===== config.mk =====
export PLATFORM = sky130hd
export DESIGN_NAME = irq_controller_flat
export DESIGN_NICKNAME = d
export VERILOG_FILES = /design/src/rtl/irq_controller_if.sv /design/src/rtl/irq_controller.sv /design/src/flat_wrapper.sv
export SDC_FILE = /design/constraint.sdc
export NUM_CORES = 1
export LEC_CHECK = 0
export ABC_AREA = 1
export BUFFER_PORTS_ARGS = -buffer_cell sky130_fd_sc_hd__clkbuf_2
export CAP_MARGIN = 10
export CORE_MARGIN = 5
export CORE_UTILIZATION = 41
export DETAILED_ROUTE_END_ITERATION = 8
export PLACE_DENSITY = 0.79
export SLEW_MARGIN = 20
export SYNTH_ARGS = -nofsm -noshare
export SYNTH_HDL_FRONTEND = slang
export SYNTH_SLANG_ARGS = --single-unit

===== constraint.sdc =====
create_clock -name clk_i -period 2.2 [get_ports clk_i]
set_clock_uncertainty 0.15 [all_clocks]
set_input_delay 0.66 -clock clk_i [delete_from_list [all_inputs] [get_ports clk_i]]
set_output_delay 0.66 -clock clk_i [all_outputs]
set_load 0.1 [all_outputs]

===== src/rtl/irq_controller_if.sv =====
// Bus bundle between the interrupt controller and the core-side logic.
// master: the side that drives requests, mie, stall and mret.
// slave:  the interrupt controller itself.
interface irq_controller_if #(
    parameter int N_IRQ = 16
);
    logic [N_IRQ-1:0] irq_req_i;
    logic [31:0]      mie_i;
    logic             stall_i;
    logic             mret_i;
    logic             irq_o;
    logic [31:0]      mcause_o;
    logic [N_IRQ-1:0] irq_ret_o;
    logic             busy_o;

    modport master (
        output irq_req_i, mie_i, stall_i, mret_i,
        input  irq_o, mcause_o, irq_ret_o, busy_o
    );

    modport slave (
        input  irq_req_i, mie_i, stall_i, mret_i,
        output irq_o, mcause_o, irq_ret_o, busy_o
    );
endinterface


===== src/rtl/irq_controller.sv =====
// Interrupt sequencer: masks peripheral requests with mie, picks the lowest
// pending index, raises a trap with its mcause, holds it in service until
// mret and then returns a one-hot acknowledge to the serviced line.
// Optional build macro IRQ_EDGE_DETECT_EN switches from level-sensitive
// requests to rising-edge capture with a sticky edge-pending register.
//
// state   | meaning
// IDLE    | waiting for an enabled pending request
// TRAP    | irq_o raised, waiting for the core to accept (stall_i low)
// SERVICE | handler running, waiting for mret_i
// RETURN  | one-cycle acknowledge on irq_ret_o
module irq_controller #(
    parameter int          N_IRQ       = 16,
    parameter logic [31:0] MCAUSE_BASE = 32'h8000_0010
) (
    input  logic            clk_i,
    input  logic            rst_i,
    irq_controller_if.slave bus
);
    typedef enum logic [1:0] {
        ST_IDLE,
        ST_TRAP,
        ST_SERVICE,
        ST_RETURN
    } state_t;

    state_t           state_q, state_d;
    logic [3:0]       id_q, id_d;
    logic [31:0]      mcause_q, mcause_d;
    logic             irq_q, irq_d;
    logic             busy_q, busy_d;
    logic [N_IRQ-1:0] ret_q, ret_d;
    logic [N_IRQ-1:0] pending;
    logic [3:0]       win_idx;
    logic             win_vld;

    // mie bits above the implemented lines carry no meaning here
    logic unused_mie;
    assign unused_mie = &{1'b0, bus.mie_i[31:N_IRQ]};

`ifdef IRQ_EDGE_DETECT_EN
    logic [N_IRQ-1:0] req_q;
    logic [N_IRQ-1:0] edge_pend_q;
    logic [N_IRQ-1:0] edge_clr;

    // Clear mask for the line being acknowledged this cycle
    always_comb begin
        edge_clr = '0;
        for (int i = 0; i < N_IRQ; i++) begin
            edge_clr[i] = (state_q == ST_RETURN) && (id_q == 4'(i));
        end
    end

    // Edge capture: a fresh rising edge overrides a same-cycle clear
    always_ff @(posedge clk_i or posedge rst_i) begin
        if (rst_i) begin
            req_q       <= '0;
            edge_pend_q <= '0;
        end else begin
            req_q       <= bus.irq_req_i;
            edge_pend_q <= (edge_pend_q & ~edge_clr) | (bus.irq_req_i & ~req_q);
        end
    end

    assign pending = edge_pend_q & bus.mie_i[N_IRQ-1:0];
`else
    assign pending = bus.irq_req_i & bus.mie_i[N_IRQ-1:0];
`endif

    // Fixed priority: scan downwards so the lowest set index is left last
    always_comb begin
        win_idx = '0;
        win_vld = |pending;
        for (int i = N_IRQ - 1; i >= 0; i--) begin
            if (pending[i]) win_idx = 4'(i);
        end
    end

    // Next state plus next values of the registered outputs
    always_comb begin
        state_d  = state_q;
        id_d     = id_q;
        mcause_d = mcause_q;
        case (state_q)
            ST_IDLE: begin
                if (win_vld && !bus.stall_i) begin
                    state_d  = ST_TRAP;
                    id_d     = win_idx;
                    mcause_d = MCAUSE_BASE + {28'd0, win_idx};
                end
            end
            ST_TRAP:    if (!bus.stall_i) state_d = ST_SERVICE;
            ST_SERVICE: if (bus.mret_i)   state_d = ST_RETURN;
            ST_RETURN:  state_d = ST_IDLE;
            default:    state_d = ST_IDLE;
        endcase

        irq_d  = (state_d == ST_TRAP);
        busy_d = (state_d == ST_TRAP) || (state_d == ST_SERVICE);
        ret_d  = '0;
        for (int i = 0; i < N_IRQ; i++) begin
            ret_d[i] = (state_d == ST_RETURN) && (id_d == 4'(i));
        end
    end

    // State and output registers; reset aborts any interrupt in flight
    always_ff @(posedge clk_i or posedge rst_i) begin
        if (rst_i) begin
            state_q  <= ST_IDLE;
            id_q     <= '0;
            mcause_q <= '0;
            irq_q    <= 1'b0;
            busy_q   <= 1'b0;
            ret_q    <= '0;
        end else begin
            state_q  <= state_d;
            id_q     <= id_d;
            mcause_q <= mcause_d;
            irq_q    <= irq_d;
            busy_q   <= busy_d;
            ret_q    <= ret_d;
        end
    end

    assign bus.irq_o     = irq_q;
    assign bus.busy_o    = busy_q;
    assign bus.mcause_o  = mcause_q;
    assign bus.irq_ret_o = ret_q;
endmodule


===== src/flat_wrapper.sv =====
// flat-port wrapper written by rule: the top's interface ports become plain ports
module irq_controller_flat 
#(
    parameter int          N_IRQ       = 16,
    parameter logic [31:0] MCAUSE_BASE = 32'h8000_0010
)
  (clk_i, rst_i, bus_irq_req_i, bus_mie_i, bus_stall_i, bus_mret_i, bus_irq_o, bus_mcause_o, bus_irq_ret_o, bus_busy_o);
  irq_controller_if #(.N_IRQ(N_IRQ)) bus_i ();
  input  logic clk_i;
  input  logic rst_i;
  input wire logic [$bits(bus_i.irq_req_i)-1:0] bus_irq_req_i;
  input wire logic [$bits(bus_i.mie_i)-1:0] bus_mie_i;
  input wire logic [$bits(bus_i.stall_i)-1:0] bus_stall_i;
  input wire logic [$bits(bus_i.mret_i)-1:0] bus_mret_i;
  output wire logic [$bits(bus_i.irq_o)-1:0] bus_irq_o;
  output wire logic [$bits(bus_i.mcause_o)-1:0] bus_mcause_o;
  output wire logic [$bits(bus_i.irq_ret_o)-1:0] bus_irq_ret_o;
  output wire logic [$bits(bus_i.busy_o)-1:0] bus_busy_o;
  assign bus_i.irq_req_i = bus_irq_req_i;
  assign bus_i.mie_i = bus_mie_i;
  assign bus_i.stall_i = bus_stall_i;
  assign bus_i.mret_i = bus_mret_i;
  assign bus_irq_o = bus_i.irq_o;
  assign bus_mcause_o = bus_i.mcause_o;
  assign bus_irq_ret_o = bus_i.irq_ret_o;
  assign bus_busy_o = bus_i.busy_o;
  irq_controller #(.N_IRQ(N_IRQ), .MCAUSE_BASE(MCAUSE_BASE)) u_core (.clk_i(clk_i), .rst_i(rst_i), .bus(bus_i));
endmodule

Word-level counts from Yosys, hierarchy flattened
Cells that the tools add are included.
{"block": "word_totals", "register_bits": 56, "input_bits": 52}
{"block": "classes", "n_bitwise": 1, "n_mux": 22, "reduce_logical": 23, "addsub": 1, "eq_ne": 21}
{"cell": "$mux W4", "count": 18}
{"cell": "$add A32 B4 Y32 const A", "count": 1}
{"cell": "$eq A4 B4 Y1 const B", "count": 8}
{"cell": "$logic_and A1 B1 Y1", "count": 17}
{"cell": "$and A16 B16 Y16", "count": 1}
{"cell": "$eq A4 B3 Y1 const B", "count": 4}
{"cell": "$reduce_or A16 Y1", "count": 1}
{"cell": "$eq A2 B2 Y1 const B", "count": 4}
{"cell": "$eq A4 B2 Y1 const B", "count": 2}
{"cell": "$pmux W2 S4", "count": 1}
{"cell": "$mux W2", "count": 3}
{"cell": "$eq A2 B1 Y1 const B", "count": 2}
{"cell": "$eq A4 B1 Y1 const B", "count": 1}
{"cell": "$logic_not A4 Y1", "count": 1}
{"cell": "$logic_not A2 Y1", "count": 1}
{"cell": "$reduce_and A2 Y1", "count": 1}
{"cell": "$logic_not A1 Y1", "count": 1}
{"cell": "$logic_or A1 B1 Y1", "count": 1}

Depth between registers and ports, before layout
{"block": "logic_depth", "ltp_word": 21, "depth_mapped": 20, "depth_no_buf": 20}

Worst setup path before layout
No wires, ideal clock.
{"block": "synth_timing", "path_kind": "input to register", "startpoint": "in bus_irq_req_i[7]", "endpoint": "reg u_core.ret_q[3] (netlist: u_core.bus.irq_ret_o[3])", "cell_stages": 14, "setup_time_ns": 0.118, "n_path_buf": 1, "slack_ns": 0.006, "arrival_ns": 1.925, "cell_sequence": "nand2_1 > nand2_1 > nor2_1 > inv_1 > nor3_2 > a21oi_2 > nand2_2 > buf_6 > nand2_1 > ha_1 > inv_1 > nor2_4 > nand2_2 > nor2_1"}
{"block": "synth_between", "word_cells_on_any_way": 18, "cone_classes": "2 x eq/ne; 12 x mux; 1 x bitwise; 3 x reduce/logical"}
{"item": "from (decl)", "line": "flat_wrapper.sv:11", "source": "input wire logic [$bits(bus_i.irq_req_i)-1:0] bus_irq_req_i;"}
{"item": "$and A16 B16 Y16", "line": "irq_controller.sv:67", "source": "assign pending = bus.irq_req_i & bus.mie_i[N_IRQ-1:0];"}
{"item": "$reduce_or A16 Y1", "line": "irq_controller.sv:73", "source": "win_vld = |pending;"}
{"item": "$logic_and A1 B1 Y1", "line": "irq_controller.sv:86", "source": "if (win_vld && !bus.stall_i) begin"}
{"item": "$mux W2", "line": "irq_controller.sv:86"}
{"item": "$pmux W2 S4", "line": "irq_controller.sv:84", "source": "case (state_q)"}
{"item": "via u_core.state_d[0]", "line": "irq_controller.sv:27", "source": "state_t state_q, state_d;"}
{"item": "$eq A2 B2 Y1", "line": "irq_controller.sv:102", "source": "ret_d[i] = (state_d == ST_RETURN) && (id_d == 4'(i));"}
{"item": "$logic_and A1 B1 Y1", "line": "irq_controller.sv:102"}
{"item": "via u_core.ret_d[3]", "line": "irq_controller.sv:32", "source": "logic [N_IRQ-1:0] ret_q, ret_d;"}
{"item": "to (signal assigned)", "line": "irq_controller.sv:121", "source": "ret_q <= ret_d;"}
{"item": "to (decl)", "line": "irq_controller.sv:32"}
The timed path passes the listed nets, and every way through them passes these cells.
A chain may end at the register's enable or synchronous reset.

Final worst setup path
{"block": "layout_timing", "startpoint": "in bus_irq_req_i[4]", "endpoint": "reg u_core.ret_q[0] (netlist: u_core.bus.irq_ret_o[0])"}
Same word-level chain as after synthesis.

==> run metrics <==
Routed Antenna Nets 0; synthesized area approximately 1500 sq um; register area share after synthesis a little under half; n_diodes 0; Leak ~1.2 nW; Residual DRC 0; largest fanout on the critical path 6; PwrDens 1240 nW/um^2; Area Growth Syn to Fin 32.7%; Core Rows 22; initial drt markers 55; Avg Inst Size Synth about 8.5 sq um; GRT overflow 0; Worst Hold Class in -> async; DP Wirelength about 2.6 mm; fin crit share between 90 and 100%; Worst Tran Pin Value ~560 ps; Starting Density between 40% and 50%; max cap viols 0; Final Cell Area 2020 sq um; H-Tree Depth 2; Cell variety after synth 24; GRT Total Usage about an eighth; dpl ws -198 ps; Worst Reg-to-Reg Cells 8; Core ar. 3630 sq um; nets between 300 and 400; DP Area 1910 sq um; RSZ-0062 raised after global routing yes; first-pass GRT wire length roughly 5.2 mm; # fillers between 300 and 400; synth warn 0; TritonCTS Buffers 5; Die X-Extent 70.9 microns; crit path capture type register; #FFs+latches synth 29; min setup slack post-route around 120 ps; Final Hold Viols 0; gpl congestion between 0.7 and 0.8; vias per cell between 4 and 5; P_int ~0.0012 W; Worst EP arrival between 2000 and 2500 ps; Logic pwr share between 50% and 60%; Initial DRT Pass Iterations 4; R2R Path End u_core.bus.irq_ret_o[0]; Worst Path Required approximately 2300 ps; Routed wire per std cell 10.4 microns; initial antenna violation count 0; largest net degree at the start of global routing 30; maximum vdd drop slightly above 1000 uV; startpoint types input pin; vias 1,260; Total Wirelength approximately 3.2 mm; final setup vio count 0; clock transition at the registers of the reported paths roughly 60 ps; Chip Height roughly 71 microns; Worst-Skew Late Latency between 200 and 300 ps; Rel. slew slack 63.0%; critical path type in -> reg; reg2reg start u_core.state_q[1]; I/O Pins between 100 and 150; cell count after synthesis 178; Sequential cell area between 700 and 800 sq um; maximum buffer depth of the clock tree 2; sequential share of power about 28%; vias in the first global route ~1,200; run status finished, final reports clean; Psw approximately 0.0013 W; Max Transition Viols Final 0; Max Fclk 480 MHz; die area 5030 sq um; post-route minimum period roughly 2100 ps; area of the multi-input gates between 600 and 700 sq um; root buf cell clkbuf_8; layout cells sized above 1 41.4%; CTS tree yes; IO Port Bufs approximately 60; clk sinks 29; Clock Power Share ~17%; R2R Setup Slk between 400 and 500 ps; switching share of power between 50% and 60%
synth_stat cells:
cell type | instances | area (sq um)
a21oi_4 | 1 | 16.3
ha_1 | 2 | 25.0
o21ai_2 | 1 | 8.76
nand3_1 | 3 | 15.0
buf_4 | 27 | 203
o211ai_2 | 1 | 12.5
inv_2 | 2 | 7.51
nor2_4 | 1 | 11.3
conb_1 | 1 | 3.75
nand2_1 | 55 | 206
a31oi_1 | 1 | 6.26
o21ai_4 | 1 | 16.3
nor2_1 | 25 | 93.8
nor3_2 | 1 | 10.0
nor3_1 | 2 | 10.0
nand2_2 | 5 | 31.3
inv_1 | 12 | 45.0
nand3_2 | 3 | 30.0
buf_6 | 1 | 11.3
nand2_4 | 1 | 11.3
or2_2 | 1 | 6.26
o21ai_0 | 1 | 5.00
dfrtp_1 | 29 | 726
a21oi_2 | 1 | 8.76
state kept, by name (all words and copies together), names as in the netlist:
register and count:
u_core.bus.irq_ret_o 16, u_core.bus.busy_o 1, u_core.id_q 4, u_core.state_q 2, u_core.bus.mcause_o 5, u_core.bus.irq_o 1
cells by family (layout without fill, tap and decap cells):
logic type	after synthesis	count (layout)	synth area share, %
compound gates	7	7	4.86
other cells	1	26	0.247
buf+inv	42	102	17.5
fa+ha+maj	2	2	1.65
simple gates	97	97	28.0
flops	29	29	47.7
how the worst max path moves through the flow:
stage	start	end	slack (ps)
2_1_floorplan	bus_irq_req_i[7]	u_core.bus.irq_ret_o[3]	6
3_3_place_gp	bus_irq_req_i[7]	u_core.bus.irq_ret_o[1]	-150
3_5_place_dp	bus_irq_req_i[6]	u_core.bus.irq_ret_o[0]	-200
4_1_cts	bus_irq_req_i[7]	u_core.bus.irq_ret_o[0]	80
5_1_grt	bus_mie_i[7]	u_core.bus.irq_ret_o[4]	-20
6_report	bus_irq_req_i[4]	u_core.bus.irq_ret_o[0]	120
power groups by stage:
stage	clock (W)	combinational, W	sequential [W]
finish	0.000410	0.00138	0.000700
global route	0.000451	0.00147	0.000712
CTS	0.000420	0.00136	0.000698
detailed placement	0	0.00135	0.000706
global placement	0	0.00132	0.000701
floorplan	0	0.000614	0.00119
layout by cell type (no fill, tap or decap), types with 2 or more instances in the layout:
| cell type | count |
|---|---|
| clkbuf_2 | 59 |
| nand2_1 | 55 |
| dfrtp_1 | 29 |
| conb_1 | 26 |
| nor2_1 | 24 |
| buf_4 | 21 |
| inv_1 | 12 |
| clkbuf_8 | 5 |
| nand2_2 | 4 |
| nand3_2 | 4 |
| nand2_4 | 2 |
| inv_2 | 2 |
| nor3_1 | 2 |
| nand3_1 | 2 |
| clkinv_2 | 2 |
metal layers:
layer	global-route usage, %	vias to the layer above	wire (microns)
met5	0	-	0
met4	6.26	0	76
met3	5.68	8	299
met2	22.1	44	1690
met1	14.2	555	1180
li1	-	653	-
critical path, cell delays in order:
cell      delay, ps
clkbuf_2         70
nand2_1          60
nand2_1          80
nor2_1           40
inv_1           100
nor3_4           50
a21oi_2         160
nand2_4         100
nand2_1         120
ha_2            220
inv_1            90
nor2_4          140
nand2_2         100
nor2_2          130
timing repair:
item / in CTS / in global routing
gates resized for setup: 0 / 5
setup buffers: 0 / 0
hold buffers: 0 / 0
setup endpoints to repair: 0 / 16
metrics by stage:
stage | power, W | util (%) | hold WS, ps | TNS, ps | cells
detailed placement | 0.00206 | 52.7 | 320 | -2410 | 303
finish | 0.00249 | 55.5 | 265 | 0 | 311
CTS | 0.00248 | 54.9 | 273 | 0 | 311
global placement | 0.00202 | 52.7 | 316 | -1930 | 303
floorplan | 0.00180 | - | 342 | 0 | 203
global route | 0.00263 | 55.5 | 298 | -46.7 | 311
cell type report:
class	count	area share, %
Multi-Input combinational cell	132	31.9
Tap cell	48	2.98
Sequential cell	29	36.0
Clock buffer	6	3.60
Inverter	14	2.61
Clock inverter	2	0.496
Timing Repair Buffer	80	22.5
No activity file was read; power rests on OpenSTA's default activity.
